$ cat config.mk
export PLATFORM = sky130hd
export DESIGN_NAME = hex_scan_ctrl
export DESIGN_NICKNAME = d
export VERILOG_FILES = /design/src/rtl/hex_scan_ctrl.sv
export SDC_FILE = /design/constraint.sdc
export NUM_CORES = 1
export LEC_CHECK = 0
export CORE_ASPECT_RATIO = 1.1
export CORE_UTILIZATION = 25
export CTS_BUF_LIST = sky130_fd_sc_hd__clkbuf_4 sky130_fd_sc_hd__clkbuf_8
export DETAILED_ROUTE_END_ITERATION = 10
export DONT_BUFFER_PORTS = 1
export HOLD_SLACK_MARGIN = 0.1
export SLEW_MARGIN = 40
export SYNTH_ARGS = -nofsm -noshare
export SYNTH_HDL_FRONTEND = slang
export SYNTH_SLANG_ARGS = --single-unit
$ cat constraint.sdc
create_clock -name clk -period 1.85 [get_ports clk]
set_input_delay 0.555 -clock clk [delete_from_list [all_inputs] [get_ports clk]]
set_output_delay 0.555 -clock clk [all_outputs]
set_load 0.02 [all_outputs]
$ cat src/rtl/hex_scan_ctrl.sv
`default_nettype none
// ============================================================================
//  Module   : hex_scan_ctrl
//  Brief    : Multiplexed 4-digit hex display scanner. The digits are scanned
//             in turn, each for CLK_DIV cycles. New data is double-buffered so
//             that it only reaches the display on a frame boundary. Leading
//             zeros can optionally be blanked.
//  Revision : 1.0 - initial release
// ============================================================================
module hex_scan_ctrl #(
    parameter int unsigned CLK_DIV  = 50000,
    parameter bit          LZ_BLANK = 1'b1
) (
    input  logic        clk,
    input  logic        rst_n,
    input  logic        load,
    input  logic [15:0] data_in,
    output logic        ack,
    output logic [3:0]  nibble,
    output logic [3:0]  digit_sel_n,
    output logic        blank
);

    localparam int unsigned     c_PW = (CLK_DIV > 1) ? $clog2(CLK_DIV) : 1;
    localparam logic [c_PW-1:0] c_TC = c_PW'(CLK_DIV - 1);

    logic [c_PW-1:0] prescaler_q, prescaler_d;
    logic [1:0]      idx_q,       idx_d;
    logic [15:0]     pend_q,      pend_d;
    logic            pend_flag_q, pend_flag_d;
    logic [15:0]     disp_q,      disp_d;
    logic            ack_q,       ack_d;
    logic [3:0]      nibble_q,    nibble_d;
    logic [3:0]      sel_n_q,     sel_n_d;
    logic            blank_q,     blank_d;

    logic            w_tc;
    logic            w_frame_wrap;
    logic [3:0]      w_zero_above;

    // Next-state logic for the scan counters, buffers and display outputs.
    always_comb begin
        w_tc         = (prescaler_q == c_TC);
        w_frame_wrap = w_tc && (idx_q == 2'd3);

        prescaler_d  = w_tc ? '0 : prescaler_q + 1'b1;
        idx_d        = w_tc ? idx_q + 2'd1 : idx_q;

        // A load always lands in the pending buffer, even on a frame wrap:
        // the wrap then consumes the old pending value and the flag stays set.
        pend_d       = load ? data_in : pend_q;
        if (load) begin
            pend_flag_d = 1'b1;
        end else if (w_frame_wrap) begin
            pend_flag_d = 1'b0;
        end else begin
            pend_flag_d = pend_flag_q;
        end

        // Display buffer only changes at the frame boundary (no tearing).
        disp_d       = (w_frame_wrap && pend_flag_q) ? pend_q : disp_q;

        ack_d        = load;

        // w_zero_above[i]: nibbles i..3 of the displayed value are all zero.
        w_zero_above[3] = (disp_q[15:12] == 4'h0);
        w_zero_above[2] = w_zero_above[3] && (disp_q[11:8] == 4'h0);
        w_zero_above[1] = w_zero_above[2] && (disp_q[7:4]  == 4'h0);
        w_zero_above[0] = w_zero_above[1] && (disp_q[3:0]  == 4'h0);

        // Digit 0 is never blanked so a value of zero still shows "0".
        blank_d      = LZ_BLANK && (idx_q != 2'd0) && w_zero_above[idx_q];
        nibble_d     = disp_q[{idx_q, 2'b00} +: 4];
        sel_n_d      = blank_d ? 4'b1111 : ~(4'b0001 << idx_q);
    end

    // State and registered outputs; reset clears everything including pending data.
    always_ff @(posedge clk or negedge rst_n) begin
        if (!rst_n) begin
            prescaler_q <= '0;
            idx_q       <= 2'd0;
            pend_q      <= 16'h0000;
            pend_flag_q <= 1'b0;
            disp_q      <= 16'h0000;
            ack_q       <= 1'b0;
            nibble_q    <= 4'h0;
            sel_n_q     <= 4'b1111;
            blank_q     <= 1'b1;
        end else begin
            prescaler_q <= prescaler_d;
            idx_q       <= idx_d;
            pend_q      <= pend_d;
            pend_flag_q <= pend_flag_d;
            disp_q      <= disp_d;
            ack_q       <= ack_d;
            nibble_q    <= nibble_d;
            sel_n_q     <= sel_n_d;
            blank_q     <= blank_d;
        end
    end

    assign ack         = ack_q;
    assign nibble      = nibble_q;
    assign digit_sel_n = sel_n_q;
    assign blank       = blank_q;

endmodule
`default_nettype wire

======== After elaboration in Yosys (flattened, before gate mapping) ========
Index checks and enable logic that the tools add are counted.
W data, S select, Z words.
storage, ports and cells
  input port bits ......................... 19
  register bits ........................... 61
  output and inout bits ................... 10
operators by class
  $lt $le $gt $ge ......................... 1
  add/subtract/negate cells ............... 2
  bitwise operators ....................... 1
  multiplexer cells ....................... 6
  shift operators ......................... 2
  reductions and logical operators ........ 12
  equal/unequal tests ..................... 2
operators with widths
  operator                 number
  $add A16 B1 Y16 const B  1
  $eq A16 B16 Y1 const B   1
  $logic_not A4 Y1         4
  $mux W16                 1
  $shiftx A16 B5 Y4        1
  $logic_and A1 B1 Y1      6
  $mux W4                  1
  $not A4 Y4               1
  $reduce_bool A2 Y1       2
  $shl A1 B2 Y4 const A    1
  $lt A2 B3 Y1 const B     1
  $mux W1                  3
  $add A2 B1 Y2 const B    1
  $bmux W1 S2              1
  $eq A2 B2 Y1 const B     1

======== Longest topological paths before layout ========
Gate-level depths: netlist (run 1).
  word-level depth ........................ 8
  gate-level depth with buffers ........... 7
  mapped depth without buffers ............ 5

======== Least setup slack after synthesis (run 1) ========
OpenSTA, ideal clock, no wires.
  path kind ............................... register to register
  start ................................... register idx_q[0]
  end ..................................... register sel_n_q[1], in the netlist digit_sel_n[1]
  cell stages (with the launch flop) ...... 7
  path buffers ............................ 1
  required time ........................... 1788 ps
  setup slack ............................. -83 ps
  arrival time ............................ 1872 ps
  cell sequence ........................... dfrtp_1 clkbuf_1 inv_1 ha_1 or4_1 a2111o_1 nand2_1
between the ends
  cells in the longest elaborated chain, start to end .. 4
RTL lines
  element                        RTL line  text
  start, declared                28        logic [1:0] idx_q, idx_d;
  start signal, assigned         91        idx_q <= idx_d;
  $bmux W1 S2                    72        blank_d = LZ_BLANK && (idx_q != 2'd0) && w_zero_above[idx_q];
  $mux W1 (implied by the code)  72
  $logic_and A1 B1 Y1            72
  $mux W4 *                      74        sel_n_d = blank_d ? 4'b1111 : ~(4'b0001 << idx_q);
  net sel_n_d[1]                 34        logic [3:0] sel_n_q, sel_n_d;
  end signal, assigned           97        sel_n_q <= sel_n_d;
  end, declared                  34
Mark *: on every way through the listed nets, which the timed path passes. The rest lies on a longest branch. The select of a mux whose other input is x is not followed.
A chain may end at the register's enable or synchronous reset.

======== Final worst setup path (run 1) ========
  start ................................... register prescaler_q[1]
  end ..................................... register disp_q[3]
between the ends
  cells in the longest elaborated chain, start to end .. 3
RTL lines
  element                 RTL line  text
  start, declared         27        logic [c_PW-1:0] prescaler_q, prescaler_d;
  start signal, assigned  90        prescaler_q <= prescaler_d;
  $eq A16 B16 Y1          43        w_tc = (prescaler_q == c_TC);
  $logic_and A1 B1 Y1     44        w_frame_wrap = w_tc && (idx_q == 2'd3);
  $logic_and A1 B1 Y1     61        disp_d = (w_frame_wrap && pend_flag_q) ? pend_q : disp_q;
  end signal, assigned    94        disp_q <= disp_d;
  end, declared           31        logic [15:0] disp_q, disp_d;
Every way passes these cells.

==> parameters.txt, run 1 <==
Parameter                              Value

Setup path
  Most repeated library cell on the critical path    sky130_fd_sc_hd__and4_4
  Required @ worst endpoint    2.08 ns
  Crit path buf inv count    1
  Kind of capture point of the worst setup path    flip-flop
  CP startpoint kind    flip-flop
  Maximum net fanout on the critical path    8
  Path type of the worst setup path    reg -> reg
  Slowest Stage Delay on Critical Path    0.37 ns
  Critical Path Source    prescaler_q[1]
  Worst path cell trace    ha_2 > and4_4 > and4_4 > and3_4 > buf_12 > mux2_2
  Cell class contributing the biggest share of worst-path delay    simple AND/OR/NAND/NOR gates
  Worst flop-to-flop path startpoint    prescaler_q[1]
  Worst Path Arrival    2.03 ns
  Cell with the biggest individual delay on the critical path    sky130_fd_sc_hd__dfrtp_1

Place
  Buffers added on ports    0
  Post-detailed-placement half-perimeter wirelength    roughly 3200 um
  DP Area    2810 um2
  Final weighted congestion in routability-driven placement    0.795
  Placed Cells incl. Taps    308

Clock tree
  CTS Root Buffer Type    sky130_fd_sc_hd__clkbuf_8
  CTS HTree Levels    3
  TritonCTS Buffers    9
  Clock Path Buffers    2
  TritonCTS clock tree    yes
  CTS clock-pin slew for the worst setup and hold paths    around 0.070 ns
  Insertion delay of the later-clocked pin in the worst-skew pair    around 0.34 ns
  Clock Sink Count    between 60 and 70

Pwr
  Leakage power of the design    ~0.0013 uW
  Power, Total    about 2600 uW
  Total power per unit cell area    853 nW/um2
  Maximum VDD drop    0.250 mV

Synth
  Main combinational cell family by area after synthesis    multiplexers
  Number of enable flip-flop cells after synthesis    0
  Simple-gate share of the synthesized area    10.7%
  Yosys cell types    32
  Post-synthesis sequential element count    just over 60
  Main flop type after synthesis    sky130_fd_sc_hd__dfrtp_1
  Top post-synthesis cells by area    sky130_fd_sc_hd__dfrtp_1, sky130_fd_sc_hd__mux2_2, sky130_fd_sc_hd__mux2_4, sky130_fd_sc_hd__dfstp_2, sky130_fd_sc_hd__mux4_2
  Average footprint of a synthesized cell    14.4 um2
  Post-Synth Adder-Cell Area    2.42%
  Proportion of netlist area held by the largest area contributor    54.2%
  Count of mapped cells out of synthesis    180
  Share of flip-flops with an asynchronous set or reset after synthesis    100%
  Net count after synthesis    204
  Seq/Total Area, Yosys    59.2%
  Yosys top cell by area    sky130_fd_sc_hd__dfrtp_1
  Area fraction in compound gates after synthesis    between 1 and 1.5%
  Number of warnings issued by yosys    0
  Multiplexer area fraction after synthesis    18.9%
  Synth Cell Area    2590 um2
  Post-synthesis xor/xnor area fraction    between 4 and 5%

GRT
  Vias in the first global route    1545
  Number of antenna violations at the first check in global routing    0
  Overall fraction of global-route tracks in use    9.55%
  First-pass GRT wire length    7680 um
  Maximum number of pins on one net before global-route repair    62
  Remaining global-route overflow    0

Detailed routing
  Number of antenna-violating nets in the routed design    0
  DRT Wirelength    4660 um
  Number of detailed-route iterations in the first pass    4
  Vias per std cell    4.56
  Remaining DRCs    0
  DR vias    1491
  Routed length per instance    14.3 um
  Initial DRC Count    51

Cells and area
  Leading cell type in the layout, fill and taps excluded    sky130_fd_sc_hd__dfrtp_1
  Share of cells above drive strength 1    38.6%
  Final net count    226
  Area growth from synthesis to layout    18.0%
  Number of diodes added for antenna fixing    0
  Top library cells by usage in the layout, fill and taps aside    sky130_fd_sc_hd__dfrtp_1, sky130_fd_sc_hd__mux2_2, sky130_fd_sc_hd__buf_4, sky130_fd_sc_hd__nor2_1, sky130_fd_sc_hd__mux2_4
  Non-Filler Cell Area, Final    3050 um2
  Fin cells    327
  Layout filler cell count    just under 1000

Die
  Width of the die    around 99 um
  Core Footprint    between 9000 and 10000 um2
  Initial core utilization    25.9%
  Y dimension of the die    between 100 and 150 um
  Placement Rows    38
  Area of the die    about 11000 um2
  Top-Level Pins    29

STA
  Final Setup Violations    0
  Slew at the pin with the worst max-slew slack    0.393 ns
  Max Clk Rate    0.556 GHz
  Final worst hold slack    -0.101 ns
  Post-layout min period    1.80 ns
  Max-slew violation count    0
  Fraction of the cycle the final worst path needs    97.2%
  Count of endpoints failing hold in the final timing report    56
  Final setup skew    a little under 0.008 ns
  Slew headroom    73.5%

Status
  Outcome    complete, but fails checks
  Violated checks    hold timing

Job
  Max-capacitance violation count    0

Worst hold path
  Class of the tightest hold or removal check    in -> async
-- power by group --
| part | leakage (uW) | switching [uW] | internal, uW |
|---|---|---|---|
| logic | 0.000481 | 6.94 | 32.1 |
| registers | 0.000776 | 21.2 | 1370 |
| clock network | 0.0000918 | 550 | 625 |
-- sequential cells by signal, indices dropped and copies added, names as in the netlist --
signal and count:
prescaler_q 16, pend_flag_q 1, pend_q 16, digit_sel_n 4
idx_q 2, ack 1, nibble 4, blank 1
disp_q 16
-- cells in the mapped netlist, types with 2 or more instances --
| cell type | number |
|---|---|
| sky130_fd_sc_hd__o21ai_0 | 3 |
| sky130_fd_sc_hd__nand2_1 | 8 |
| sky130_fd_sc_hd__xnor2_1 | 8 |
| sky130_fd_sc_hd__xor2_1 | 6 |
| sky130_fd_sc_hd__mux2_2 | 22 |
| sky130_fd_sc_hd__and3_1 | 2 |
| sky130_fd_sc_hd__dfstp_2 | 5 |
| sky130_fd_sc_hd__nor2b_1 | 2 |
| sky130_fd_sc_hd__mux4_2 | 4 |
| sky130_fd_sc_hd__nor2_1 | 10 |
| sky130_fd_sc_hd__nor4b_2 | 2 |
| sky130_fd_sc_hd__dfrtp_1 | 56 |
| sky130_fd_sc_hd__and4_4 | 2 |
| sky130_fd_sc_hd__nand3_1 | 5 |
| sky130_fd_sc_hd__mux2_4 | 10 |
| sky130_fd_sc_hd__ha_1 | 5 |
| sky130_fd_sc_hd__nor4_1 | 4 |
| sky130_fd_sc_hd__nand4_1 | 6 |
| sky130_fd_sc_hd__clkbuf_1 | 3 |
| sky130_fd_sc_hd__inv_1 | 5 |
-- worst paths after layout --
path                                       end  slack [ns]  cells after the start
worst max-delay path                 disp_q[3]        0.05                      6
worst min-delay path                 pend_q[5]       -0.10                      0
worst max register to register       disp_q[3]        0.05                      6
worst min register to register     pend_flag_q        0.49                      1
max in group asynchronous       digit_sel_n[3]        1.76                      0
min in group clk                           ack        0.24                      0
-- repair_timing --
action                                  in CTS  in global routing
endpoints found under the setup margin       0                 16
setup buffers                                0                  2
resized for setup                            0                  2
hold endpoints to repair                    61                 61
-- layout make-up --
cell class | instances | area [um2] | share of cell area, %
inverters | 5 | 18.8 | 0.615
clock inverters | 7 | 75.1 | 2.46
clock buffers | 9 | 124 | 4.06
flip-flops and latches | 61 | 1530 | 50.2
repair buffers | 17 | 158 | 5.16
well taps | 120 | 150 | 4.92
multi-input cells | 108 | 996 | 32.6
-- metrics by stage --
stage | worst slack [ns] | setup TNS (ns) | hold WS (ns) | utilization [%]
5_1_grt | -0.00395 | -0.00395 | -0.126 | 30.6
3_5_place_dp | 0.00651 | 0 | 0.260 | 28.1
6_report | 0.0517 | 0 | -0.101 | 30.6
4_1_cts | 0.000165 | 0 | -0.123 | 30.1
2_1_floorplan | 0.00890 | 0 | 0.259 | -
3_3_place_gp | 0.0539 | 0 | 0.260 | 28.1
-- cell families after synthesis --
family,count (synthesis)
adders and majority gates,5
AOI/OAI and AO/OA,6
DFF,61
muxes,36
xor gates and xnor gates,14
buffers and inverters,11
and+or+nand+nor,47
-- routing by layer --
metal / vias up / track usage (%) / part of all wire [%]
met4: 0 / 7.68 / 3.3
met1: 768 / 11.8 / 46
li1: 684 / - / -
met2: 27 / 13.4 / 44
met5: - / 0 / 0
met3: 12 / 3.53 / 6.9
Power figures use the tool's default switching activity.
==> run 2, diff against run 1 <==
- SLEW_MARGIN: 40 -> not set
==> results of run 2 <==
The final DEF is identical to that of run 1; final timing and power are the same.
